## config.mk

```make
export PLATFORM = sky130hd
export DESIGN_NAME = led_sb_ctrl
export DESIGN_NICKNAME = d
export VERILOG_FILES = /design/src/rtl/led_sb_ctrl_pkg.sv /design/src/rtl/led_sb_ctrl.sv
export SDC_FILE = /design/constraint.sdc
export NUM_CORES = 1
export LEC_CHECK = 0
export CORE_ASPECT_RATIO = 0.8
export CORE_UTILIZATION = 43
export DETAILED_ROUTE_END_ITERATION = 16
export GPL_TIMING_DRIVEN = 0
export PLACE_DENSITY_LB_ADDON = 0.12
export REMOVE_ABC_BUFFERS = 1
export SYNTH_ARGS = -nofsm -noshare
export SYNTH_HDL_FRONTEND = slang
export SYNTH_SLANG_ARGS = --single-unit
```

## constraint.sdc

```tcl
create_clock -name clk_i -period 3.5 [get_ports clk_i]
set_clock_uncertainty 0.2 [all_clocks]
set_input_delay 0.7 -clock clk_i [delete_from_list [all_inputs] [get_ports clk_i]]
set_output_delay 0.7 -clock clk_i [all_outputs]
set_load 0.01 [all_outputs]
```

## src/rtl/led_sb_ctrl_pkg.sv

```systemverilog
// Shared register map for the LED system-bus peripheral, kept here so other
// bus peripherals and software headers can reuse the same addresses.
package led_sb_ctrl_pkg;

    localparam logic [31:0] LED_VAL_ADDR  = 32'h0000_0000;
    localparam logic [31:0] LED_MODE_ADDR = 32'h0000_0004;
    localparam logic [31:0] SOFT_RST_ADDR = 32'h0000_0024;

    localparam logic [31:0] SOFT_RST_KEY  = 32'h0000_0001;

    typedef enum logic {
        MODE_STATIC = 1'b0,
        MODE_BLINK  = 1'b1
    } led_mode_t;

endpackage

```

## src/rtl/led_sb_ctrl.sv

```systemverilog
// LED controller on the system bus: a 16-bit LED value, a static/blink mode
// bit, and a soft-reset register; reads return one cycle after the request.
module led_sb_ctrl
    import led_sb_ctrl_pkg::*;
#(
    parameter int BLINK_PERIOD = 10_000_000
) (
    input  logic        clk_i,
    input  logic        rst_i,
    input  logic        req_i,
    input  logic        write_enable_i,
    input  logic [31:0] addr_i,
    input  logic [31:0] write_data_i,
    output logic [31:0] read_data_o,
    output logic [15:0] led_o
);

    localparam int CNT_W = $clog2(2 * BLINK_PERIOD);
    localparam logic [CNT_W-1:0] CNT_MAX  = CNT_W'(2 * BLINK_PERIOD - 1);
    localparam logic [CNT_W-1:0] CNT_HALF = CNT_W'(BLINK_PERIOD);
    localparam logic [CNT_W-1:0] CNT_ONE  = CNT_W'(1);

    logic [15:0]      led_val;
    led_mode_t        led_mode;
    logic [CNT_W-1:0] cnt;

    logic      wr;
    logic      rd;
    logic      soft_rst;
    logic      mode_wr;
    led_mode_t mode_next;

    always_comb begin
        wr        = req_i & write_enable_i;
        rd        = req_i & ~write_enable_i;
        soft_rst  = wr && (addr_i == SOFT_RST_ADDR) && (write_data_i == SOFT_RST_KEY);
        // Only the exact values 0 and 1 are legal mode writes.
        mode_wr   = wr && (addr_i == LED_MODE_ADDR) && (write_data_i[31:1] == 31'd0);
        mode_next = mode_wr ? led_mode_t'(write_data_i[0]) : led_mode;
    end

    always_ff @(posedge clk_i) begin
        if (rst_i || soft_rst) begin
            led_val     <= 16'h0000;
            led_mode    <= MODE_STATIC;
            cnt         <= '0;
            read_data_o <= 32'h0000_0000;
        end else begin
            if (wr && (addr_i == LED_VAL_ADDR))
                led_val <= write_data_i[15:0];

            led_mode <= mode_next;

            // Counter sits at 0 while static, so entering blink always starts lit;
            // rewriting blink mode leaves the running phase alone.
            if (led_mode == MODE_STATIC || mode_next == MODE_STATIC)
                cnt <= '0;
            else if (cnt == CNT_MAX)
                cnt <= '0;
            else
                cnt <= cnt + CNT_ONE;

            if (rd) begin
                case (addr_i)
                    LED_VAL_ADDR:  read_data_o <= {16'h0000, led_val};
                    LED_MODE_ADDR: read_data_o <= {31'd0, led_mode};
                    default:       read_data_o <= 32'h0000_0000;
                endcase
            end
        end
    end

    // Built only from registered state, so bus inputs never reach the LEDs directly.
    assign led_o = (led_mode == MODE_STATIC || cnt < CNT_HALF) ? led_val : 16'h0000;

endmodule

```

# ---- Yosys cells after proc, flatten, opt, wreduce, memory -nomap -nowiden
# Cells that the tools add are included.
dict set report totals {
  register_bits 74
  input_bits 68
  output_inout_bits 48
  elab_cells 29
}
dict set report classes {
  n_addsub 1
  order_cmp 1
  n_eq_ne 4
  mux 3
  bitwise_logic 5
  reduce_logical 11
}
# cell n
set ops {}
lappend ops {{$eq 32x1->1 const B} 1}
lappend ops {{$eq 32x3->1 const B} 1}
lappend ops {{$eq 32x6->1 const B} 1}
lappend ops {{$logic_not 32->1} 1}
lappend ops {{$pmux 16 s2} 1}
lappend ops {{$logic_not 31->1} 1}
lappend ops {{$add 25x1->25 const B} 1}
lappend ops {{$eq 25x25->1 const B} 1}
lappend ops {{$lt 25x24->1 const B} 1}
lappend ops {{$mux 16} 1}
lappend ops {{$logic_and 1x1->1} 5}
lappend ops {{$logic_or 1x1->1} 3}
lappend ops {{$not 1->1} 3}
lappend ops {{$reduce_or 3->1} 1}
lappend ops {{$and 1x1->1} 2}
lappend ops {{$mux 1} 1}

# ---- Longest topological paths before layout
# Gate-level depths: netlist of run 1.
dict set report logic_depth {
  depth_word 7
  mapped_depth 7
}

# ---- Least setup slack after synthesis of run 1
# Ideal clock, no wire load.
dict set report synth_timing {
  path_type {input to register}
  start {input port addr_i[20]}
  end {register cnt[16]}
  t_arrival_ns 2.496
  setup_slack_ns 0.689
  stages 6
  path_cell_list {nor4_1 > nand4_1 > or4_4 > o41ai_4 > buf_6 > nor2_1}
}
dict set report synth_via {
  elab_chain_cells 7
  elab_cells_between_ends 11
  cone_classes {eq/ne: 2; mux: 1; bitwise: 1; reduce/logical: 7}
}
# element line
set synth_rtl {}
lappend synth_rtl {{from (decl)} led_sb_ctrl.sv:12} ;# input logic [31:0] addr_i,
lappend synth_rtl {{$eq 32x3->1} led_sb_ctrl.sv:38} ;# mode_wr = wr && (addr_i == LED_MODE_ADDR) && (write_data_i[31:1] == 31'd0);
lappend synth_rtl {{$logic_and 1x1->1 (2 in series)} led_sb_ctrl.sv:38}
lappend synth_rtl {{$mux 1} led_sb_ctrl.sv:39} ;# mode_next = mode_wr ? led_mode_t'(write_data_i[0]) : led_mode;
lappend synth_rtl {{$not 1->1} led_sb_ctrl.sv:56} ;# if (led_mode == MODE_STATIC || mode_next == MODE_STATIC)
lappend synth_rtl {{$logic_or 1x1->1} led_sb_ctrl.sv:56}
lappend synth_rtl {{$reduce_or 3->1 (no line) *} n/a}
lappend synth_rtl {{to (signal assigned)} led_sb_ctrl.sv:61} ;# cnt <= cnt + CNT_ONE;
lappend synth_rtl {{to (decl)} led_sb_ctrl.sv:25} ;# logic [CNT_W-1:0] cnt;
# Mark *: on every way between the ends. The rest lies on a longest branch, timed or not.
# A chain may end at the register's enable or synchronous reset.

# ---- Worst setup path after layout of run 1
dict set report layout_timing {
  start {register cnt[8]}
  end {output port led_o[13]}
}
dict set report layout_via {
  elab_chain_cells 3
}
# element line
set layout_rtl {}
lappend layout_rtl {{$lt 25x24->1} led_sb_ctrl.sv:74} ;# assign led_o = (led_mode == MODE_STATIC || cnt < CNT_HALF) ? led_val : 16'h0000;
lappend layout_rtl {{$logic_or 1x1->1} led_sb_ctrl.sv:74}
lappend layout_rtl {{$mux 16} led_sb_ctrl.sv:74}
lappend layout_rtl {{to (decl)} led_sb_ctrl.sv:15} ;# output logic [15:0] led_o
# Every way passes these cells.

==> flow_results.xml, run 1 <==
<?xml version="1.0" encoding="UTF-8"?>
<metrics>
  <group name="timing">
    <metric name="timing_max_transition_violations_final" unit="">0</metric>
    <metric name="final.hold.worst_slack" unit="ns">0.2577</metric>
    <metric name="finalSetupViolations" unit="">0</metric>
    <metric name="setup_repair_after_global_routing_missed_its_margin" unit="">no</metric>
    <metric name="tightestPinTransition" unit="ns">1.108</metric>
    <metric name="finalCritPeriodShare" unit="%">95.25</metric>
    <metric name="maxSlewHeadroom" unit="%">25.42</metric>
    <metric name="final_period_minus_worst_setup_slack" unit="ns">3.334</metric>
    <metric name="finalSetupTns" unit="ns">0</metric>
    <metric name="finalHoldViolations" unit="">0</metric>
    <metric name="maxClockFrequency" unit="MHz">300.0</metric>
  </group>
  <group name="cells_and_area">
    <metric name="num_antenna_cells" unit="">0</metric>
    <metric name="multi_input_area" unit="sq um">1555</metric>
    <metric name="synthToLayoutAreaGrowth" unit="%">45.68</metric>
    <metric name="finish.net_count" unit="">494</metric>
    <metric name="filler_cell_count" unit="">500</metric>
    <metric name="regArea" unit="sq um">1161</metric>
    <metric name="final_layout_size_suffix_gt1_share" unit="%">7.459</metric>
    <metric name="final_non_filler_cell_total" unit="">510</metric>
    <metric name="finalInstanceArea" unit="sq um">4074</metric>
  </group>
  <group name="synthesis">
    <metric name="post_synth_num_cell_types" unit="">40</metric>
    <metric name="yosys-top-cells-area" unit="">dfxtp_1 (42%), nor2_1 (8.7%), mux2i_1 (6.1%)</metric>
    <metric name="ys.flop_type" unit="">dfxtp_1</metric>
    <metric name="synth.top_cell.area_share" unit="%">41.52</metric>
    <metric name="synth-edff-count" unit="">0</metric>
    <metric name="post_synth.cell_area_avg" unit="sq um">8.739</metric>
    <metric name="post-synth-top-area-cell" unit="">dfxtp_1</metric>
    <metric name="synth.most_common_cell" unit="">nor2_1</metric>
    <metric name="part_of_the_yosys_area_used_for_sequential_elements" unit="%">41.52</metric>
    <metric name="yosys_warnings" unit="">0</metric>
    <metric name="synth_cells" unit="">320</metric>
    <metric name="ys_top_cells_by_count" unit="">nor2_1 (65), dfxtp_1 (58), nor2b_1 (19), mux2i_1 (17), buf_4 (16)</metric>
    <metric name="async_flop_share" unit="%">0</metric>
    <metric name="synth.ff_latch_count" unit="">58</metric>
    <metric name="post_synthesis_instance_area" unit="sq um">2796</metric>
  </group>
  <group name="drt">
    <metric name="vias" unit="">2674</metric>
    <metric name="detail_route.drc_violations" unit="">0</metric>
    <metric name="avg_vias_per_cell" unit="">5.243</metric>
    <metric name="dr.first_iter.drc_count" unit="">165</metric>
    <metric name="drt.antenna.violating_nets" unit="">0</metric>
    <metric name="drt_pass1_iterations" unit="">5</metric>
    <metric name="wire_per_inst" unit="microns">15.30</metric>
    <metric name="route.final.wire_length" unit="microns">7803</metric>
  </group>
  <group name="floorplanning">
    <metric name="chipHeight" unit="microns">74.13</metric>
    <metric name="core.rowCount" unit="">25</metric>
    <metric name="top_level_ports" unit="">116</metric>
    <metric name="effective_utilization_at_floorplan" unit="%">45.85</metric>
    <metric name="die_width" unit="microns">92.16</metric>
    <metric name="placeableCoreArea" unit="sq um">6100</metric>
    <metric name="fp.dieArea" unit="sq um">6832</metric>
  </group>
  <group name="worst_setup_path">
    <metric name="worst_ep_required_time" unit="ns">2.60</metric>
    <metric name="timing.critical_path.fanout_max" unit="">7</metric>
    <metric name="worstPathBufferInverterCount" unit="">2</metric>
    <metric name="worstPathCellList" unit="">o2111ai_1 -&gt; a21boi_0 -&gt; o41ai_2 -&gt; a21oi_4 -&gt; buf_4 -&gt; nor2b_1 -&gt; clkdlybuf4s50_1</metric>
    <metric name="worst_setup_path_start_kind" unit="">flip-flop</metric>
    <metric name="worstPathArrival" unit="ns">2.43</metric>
    <metric name="cpLargestDelayFamily" unit="">compound AO/OA/AOI/OAI gates</metric>
    <metric name="worst_path_max_delay_cell" unit="">clkdlybuf4s50_1</metric>
    <metric name="worst_r2r_startpoint" unit="">cnt[3]</metric>
    <metric name="worst-setup-path-type" unit="">reg2out</metric>
    <metric name="cp-startpoint" unit="">cnt[8]</metric>
    <metric name="critical-path-max-stage-delay" unit="ns">0.56</metric>
    <metric name="worst_setup_path_end_kind" unit="">output pin</metric>
  </group>
  <group name="grt">
    <metric name="globalRoute.busiestLayer" unit="">met2</metric>
    <metric name="first_global_vias" unit="">2478</metric>
    <metric name="grt_max_degree" unit="">24</metric>
    <metric name="grt_remaining_overflow" unit="">0</metric>
    <metric name="grt_antenna_before_repair" unit="">0</metric>
    <metric name="global_route.usage.met2" unit="%">36.65</metric>
    <metric name="groute.layer.met1.usage" unit="%">29.41</metric>
    <metric name="met3_global_route_usage" unit="%">8.078</metric>
    <metric name="grt_usage" unit="%">23.02</metric>
    <metric name="grt_pass1_wl" unit="microns">11940</metric>
  </group>
  <group name="cts">
    <metric name="clock_tree.buffer_depth" unit="">2</metric>
    <metric name="cts-buffers-inserted" unit="">9</metric>
    <metric name="htreeDepth" unit="">3</metric>
    <metric name="root_buffer" unit="">clkbuf_8</metric>
    <metric name="cts_hold_buffers" unit="">0</metric>
    <metric name="clock_insertion_delay_worst_skew" unit="ns">0.33</metric>
    <metric name="tritoncts" unit="">done</metric>
    <metric name="clkSinkCount" unit="">58</metric>
    <metric name="cts.clk_slew.worst_paths" unit="ns">0.06</metric>
  </group>
  <group name="pwr">
    <metric name="static_power_due_to_leakage" unit="nW">1.363</metric>
    <metric name="total_power" unit="mW">1.316</metric>
    <metric name="p_per_area" unit="nW/um^2">323.1</metric>
    <metric name="vdd.ir_drop.worst" unit="mV">0.2506</metric>
  </group>
  <group name="run">
    <metric name="cap_viol_max_count" unit="">0</metric>
  </group>
  <group name="place">
    <metric name="estimated_wirelength_of_the_detail_placed_design" unit="microns">5543</metric>
    <metric name="dpl.cell_count" unit="">490</metric>
    <metric name="final_weighted_congestion_of_routability_driven_global_placement" unit="">0.8007</metric>
    <metric name="port_buffers" unit="">99</metric>
    <metric name="postPlaceCellArea" unit="sq um">3827</metric>
  </group>
  <group name="min_path">
    <metric name="timing.hold.worst.start" unit="">cnt[0]</metric>
    <metric name="worstHoldPathType" unit="">reg2reg</metric>
  </group>
  <group name="outcome">
    <metric name="outcome" unit="">finished clean</metric>
  </group>
</metrics>
state kept, by name, indices dropped and copies added, names as in the netlist:
register / cells
led_mode: 1
cnt: 25
led_val: 16
read_data_o: 16
metrics by stage:
| step | utilization [%] | setup WS (ns) |
|---|---|---|
| after floorplan | - | 0.1236 |
| after global placement | 61.54 | -1.103 |
| after detailed placement | 62.75 | -0.6706 |
| after CTS | 66.30 | 0.1531 |
| after global routing | 66.79 | 0.04271 |
| final | 66.79 | 0.1663 |
layout make-up:
| class | instances | share of cell area [%] |
|---|---|---|
| Clock inverter | 3 | 0.3686 |
| Timing Repair Buffer | 106 | 26.29 |
| Sequential cell | 58 | 28.50 |
| Inverter | 4 | 0.3686 |
| Tap cell | 81 | 2.488 |
| Multi-Input combinational cell | 246 | 38.18 |
| Clock buffer | 12 | 3.808 |
logic make-up after synthesis:
family / synth area share [%]
buf+inv: 7.382
fa+ha+maj: 0.4474
compound gates: 7.920
flops: 41.52
other cells: 0.1341
xor+xnor: 7.204
mux: 6.085
simple gates: 29.31
final timing paths:
path         slack (ns)  cells after the start        end
min reg2reg        0.26                      1     cnt[0]
max                0.17                      7  led_o[13]
min                0.26                      1     cnt[0]
max reg2reg        1.17                      5    cnt[21]
repair_timing:
item | CTS | global route
endpoints found under the setup margin | 41 | 1
cloned | 1 | 0
gates resized for setup | 4 | 0
setup buffers | 0 | 4
pin swaps | 1 | 1
layout by cell type, fill, tap and decap left out, types with 11 or more instances in the layout:
master	n
clkdlybuf4s50_1	99
nor2_1	65
dfxtp_1	58
nor2b_1	19
mux2i_1	17
conb_1	16
a22oi_1	15
xnor2_1	15
nor4_1	14
nor3_1	11
nand3_1	11
clkbuf_8	11
power by group:
part / total [mW] / internal (mW) / switching, mW
registers: 0.660 / 0.660 / 0.0000000000112
clock network: 0.540 / 0.288 / 0.252
logic: 0.116 / 0.0740 / 0.0422
layer usage:
metal,vias up,wire length [microns]
met5,-,0
li1,1305,-
met4,0,76
met3,6,674
met2,125,3597
met1,1238,3454
No activity file was read; power rests on OpenSTA's default activity.
==> inputs of run 2 (changes only) <==
--- a/config.mk
+++ b/config.mk
@@ -6,7 +6,7 @@
 export NUM_CORES = 1
 export LEC_CHECK = 0
 export CORE_ASPECT_RATIO = 0.8
-export CORE_UTILIZATION = 43
+export CORE_UTILIZATION = 40
 export DETAILED_ROUTE_END_ITERATION = 16
 export GPL_TIMING_DRIVEN = 0
 export PLACE_DENSITY_LB_ADDON = 0.12
==> run 2 against run 1 <==
  * First-iteration DRC count shrank 24%
  * Fmax shrank 0.30%
  * Sequential cell count is the same
  * Power grew 3.9%
  * Via count shrank 2.9%
  * Final cell count is the same
  * Wire length shrank 1.8%
  * Clock power grew 9.6%
  * Critical path type unchanged
  * Highest routed layer unchanged
==> flow_results.xml, run 2 (synthesis gave the netlist of run 1 again) <==
<?xml version="1.0" encoding="UTF-8"?>
<metrics>
  <group name="outcome">
    <metric name="outcome" unit="">finished clean</metric>
  </group>
  <group name="cts">
    <metric name="root_buffer" unit="">clkbuf_8</metric>
    <metric name="cts_hold_buffers" unit="">0</metric>
    <metric name="cts.clk_slew.worst_paths" unit="ns">0.07</metric>
    <metric name="clock_insertion_delay_worst_skew" unit="ns">0.33</metric>
    <metric name="clkSinkCount" unit="">58</metric>
    <metric name="clock_tree.buffer_depth" unit="">2</metric>
    <metric name="tritoncts" unit="">done</metric>
    <metric name="cts-buffers-inserted" unit="">9</metric>
    <metric name="htreeDepth" unit="">3</metric>
  </group>
  <group name="timing">
    <metric name="finalSetupViolations" unit="">0</metric>
    <metric name="tightestPinTransition" unit="ns">1.118</metric>
    <metric name="maxSlewHeadroom" unit="%">24.79</metric>
    <metric name="final_period_minus_worst_setup_slack" unit="ns">3.344</metric>
    <metric name="finalHoldViolations" unit="">0</metric>
    <metric name="setup_repair_after_global_routing_missed_its_margin" unit="">no</metric>
    <metric name="maxClockFrequency" unit="MHz">299.1</metric>
    <metric name="finalCritPeriodShare" unit="%">95.54</metric>
    <metric name="final.hold.worst_slack" unit="ns">0.2654</metric>
    <metric name="layout_setup_ws" unit="ns">0.1562</metric>
    <metric name="timing_max_transition_violations_final" unit="">0</metric>
  </group>
  <group name="floorplanning">
    <metric name="placeableCoreArea" unit="sq um">6571</metric>
    <metric name="top_level_ports" unit="">116</metric>
    <metric name="die_width" unit="microns">95.48</metric>
    <metric name="core.rowCount" unit="">26</metric>
    <metric name="chipHeight" unit="microns">76.79</metric>
    <metric name="fp.dieArea" unit="sq um">7331</metric>
    <metric name="effective_utilization_at_floorplan" unit="%">42.56</metric>
  </group>
  <group name="place">
    <metric name="port_buffers" unit="">99</metric>
    <metric name="final_weighted_congestion_of_routability_driven_global_placement" unit="">0.7700</metric>
    <metric name="place_ws" unit="ns">-0.5735</metric>
    <metric name="estimated_wirelength_of_the_detail_placed_design" unit="microns">5504</metric>
  </group>
  <group name="worst_setup_path">
    <metric name="worstPathArrival" unit="ns">2.44</metric>
    <metric name="worst_setup_path_end_kind" unit="">output pin</metric>
    <metric name="worst_ep_required_time" unit="ns">2.60</metric>
    <metric name="logic_depth_of_the_worst_register_to_register_path" unit="">5</metric>
    <metric name="worst_r2r_startpoint" unit="">cnt[3]</metric>
    <metric name="worst-setup-path-type" unit="">reg2out</metric>
    <metric name="worst_setup_path_start_kind" unit="">flip-flop</metric>
    <metric name="cp-startpoint" unit="">cnt[11]</metric>
    <metric name="rr_endpoint" unit="">cnt[21]</metric>
    <metric name="timing.critical_path.fanout_max" unit="">16</metric>
    <metric name="setup.reg_to_reg.worst_slack" unit="ns">1.19</metric>
  </group>
  <group name="drt">
    <metric name="dr.first_iter.drc_count" unit="">126</metric>
    <metric name="wire_per_inst" unit="microns">15.03</metric>
    <metric name="detail_route.drc_violations" unit="">0</metric>
    <metric name="drt.antenna.violating_nets" unit="">0</metric>
    <metric name="drt_pass1_iterations" unit="">4</metric>
    <metric name="avg_vias_per_cell" unit="">5.090</metric>
    <metric name="vias" unit="">2596</metric>
    <metric name="route.final.wire_length" unit="microns">7663</metric>
  </group>
  <group name="min_path">
    <metric name="timing.hold.worst_path_depth" unit="">1</metric>
    <metric name="timing.hold.worst.start" unit="">cnt[0]</metric>
    <metric name="terminating_pin_of_the_worst_hold_path" unit="">cnt[0]</metric>
    <metric name="worstHoldPathType" unit="">reg2reg</metric>
  </group>
  <group name="pwr">
    <metric name="total_power" unit="mW">1.368</metric>
    <metric name="part_of_the_total_power_dissipated_in_the_clock_network" unit="%">43.3</metric>
    <metric name="p_int" unit="mW">1.076</metric>
    <metric name="p_per_area" unit="nW/um^2">334.9</metric>
    <metric name="static_power_due_to_leakage" unit="nW">1.373</metric>
    <metric name="vdd.ir_drop.worst" unit="mV">0.2509</metric>
    <metric name="seq_power_share" unit="%">48.2</metric>
    <metric name="comb_power_share" unit="%">8.5</metric>
    <metric name="swShare" unit="%">21.34</metric>
    <metric name="power_switching" unit="uW">292.0</metric>
  </group>
  <group name="grt">
    <metric name="first_global_vias" unit="">2559</metric>
    <metric name="grt_pass1_wl" unit="microns">12500</metric>
    <metric name="grt_max_degree" unit="">23</metric>
    <metric name="grt_remaining_overflow" unit="">0</metric>
    <metric name="grt_usage" unit="%">22.39</metric>
    <metric name="grt_antenna_before_repair" unit="">0</metric>
  </group>
  <group name="run">
    <metric name="cap_viol_max_count" unit="">0</metric>
  </group>
  <group name="cells_and_area">
    <metric name="num_antenna_cells" unit="">0</metric>
    <metric name="synthToLayoutAreaGrowth" unit="%">46.09</metric>
    <metric name="most-common-layout-cells" unit="">clkdlybuf4s50_1 (98), nor2_1 (65), dfxtp_1 (58)</metric>
    <metric name="regArea" unit="sq um">1161</metric>
    <metric name="final_layout_size_suffix_gt1_share" unit="%">6.573</metric>
    <metric name="largest-register" unit="">cnt</metric>
    <metric name="largest_register_ffs" unit="">25</metric>
    <metric name="final_common_cell" unit="">clkdlybuf4s50_1</metric>
    <metric name="multi_input_area" unit="sq um">1555</metric>
    <metric name="top_regs" unit="">cnt (25), led_val (16), read_data_o (16)</metric>
    <metric name="filler_cell_count" unit="">572</metric>
    <metric name="finish.net_count" unit="">491</metric>
  </group>
</metrics>
## run 2: repair_timing
item,CTS,global route
cloned,1,0
pin swaps,1,1
resized for setup,4,1
setup endpoints to repair,41,4
setup buffers,0,1
endpoints found under the hold margin,0,0
## run 2: worst max path at each step
stage,endpoint
2_1_floorplan,led_val[0]
3_3_place_gp,read_data_o[7]
3_5_place_dp,cnt[6]
4_1_cts,led_o[0]
5_1_grt,read_data_o[1]
6_report,led_o[0]
## run 2: power by group through the flow
stage	sequential, mW	combinational [mW]	clock [mW]
6_report	0.660	0.116	0.592
3_3_place_gp	0.675	0.108	0
3_5_place_dp	0.675	0.115	0
5_1_grt	0.659	0.127	0.646
2_1_floorplan	0.675	0.0225	0
4_1_cts	0.660	0.116	0.609
## run 2: through the flow
step | TNS [ns] | utilization [%] | area [sq um] | cells
after global routing | 0 | 62.17 | 4085 | 510
after detailed placement | -16.85 | 58.30 | 3831 | 493
after global placement | -50.44 | 57.18 | 3757 | 490
final | 0 | 62.17 | 4085 | 510
after floorplan | 0 | - | 2661 | 307
after CTS | 0 | 61.82 | 4063 | 509
## run 2: final cells by class
class	instances	area share, %
Tap cell	84	2.573
Clock inverter	3	0.9801
Sequential cell	58	28.42
Timing Repair Buffer	103	26.03
Inverter	4	0.3675
Clock buffer	12	3.553
Multi-Input combinational cell	246	38.07
## run 2: worst max-delay path, cell delays in order, from the launching register on
cell             delay [ns]
dfxtp_1                0.35
a211oi_1               0.23
a21boi_0               0.14
o41ai_2                0.38
a21oi_4                0.11
buf_12                 0.16
nor2b_1                0.15
clkdlybuf4s50_1        0.57
## run 2: metal layers
metal	global-route usage (%)	vias up	share of wire, %
met1	28.07	1196	45
met4	4.328	0	0.26
li1	-	1295	-
met5	0	-	0
met2	36.71	103	47
met3	8.234	2	8.3
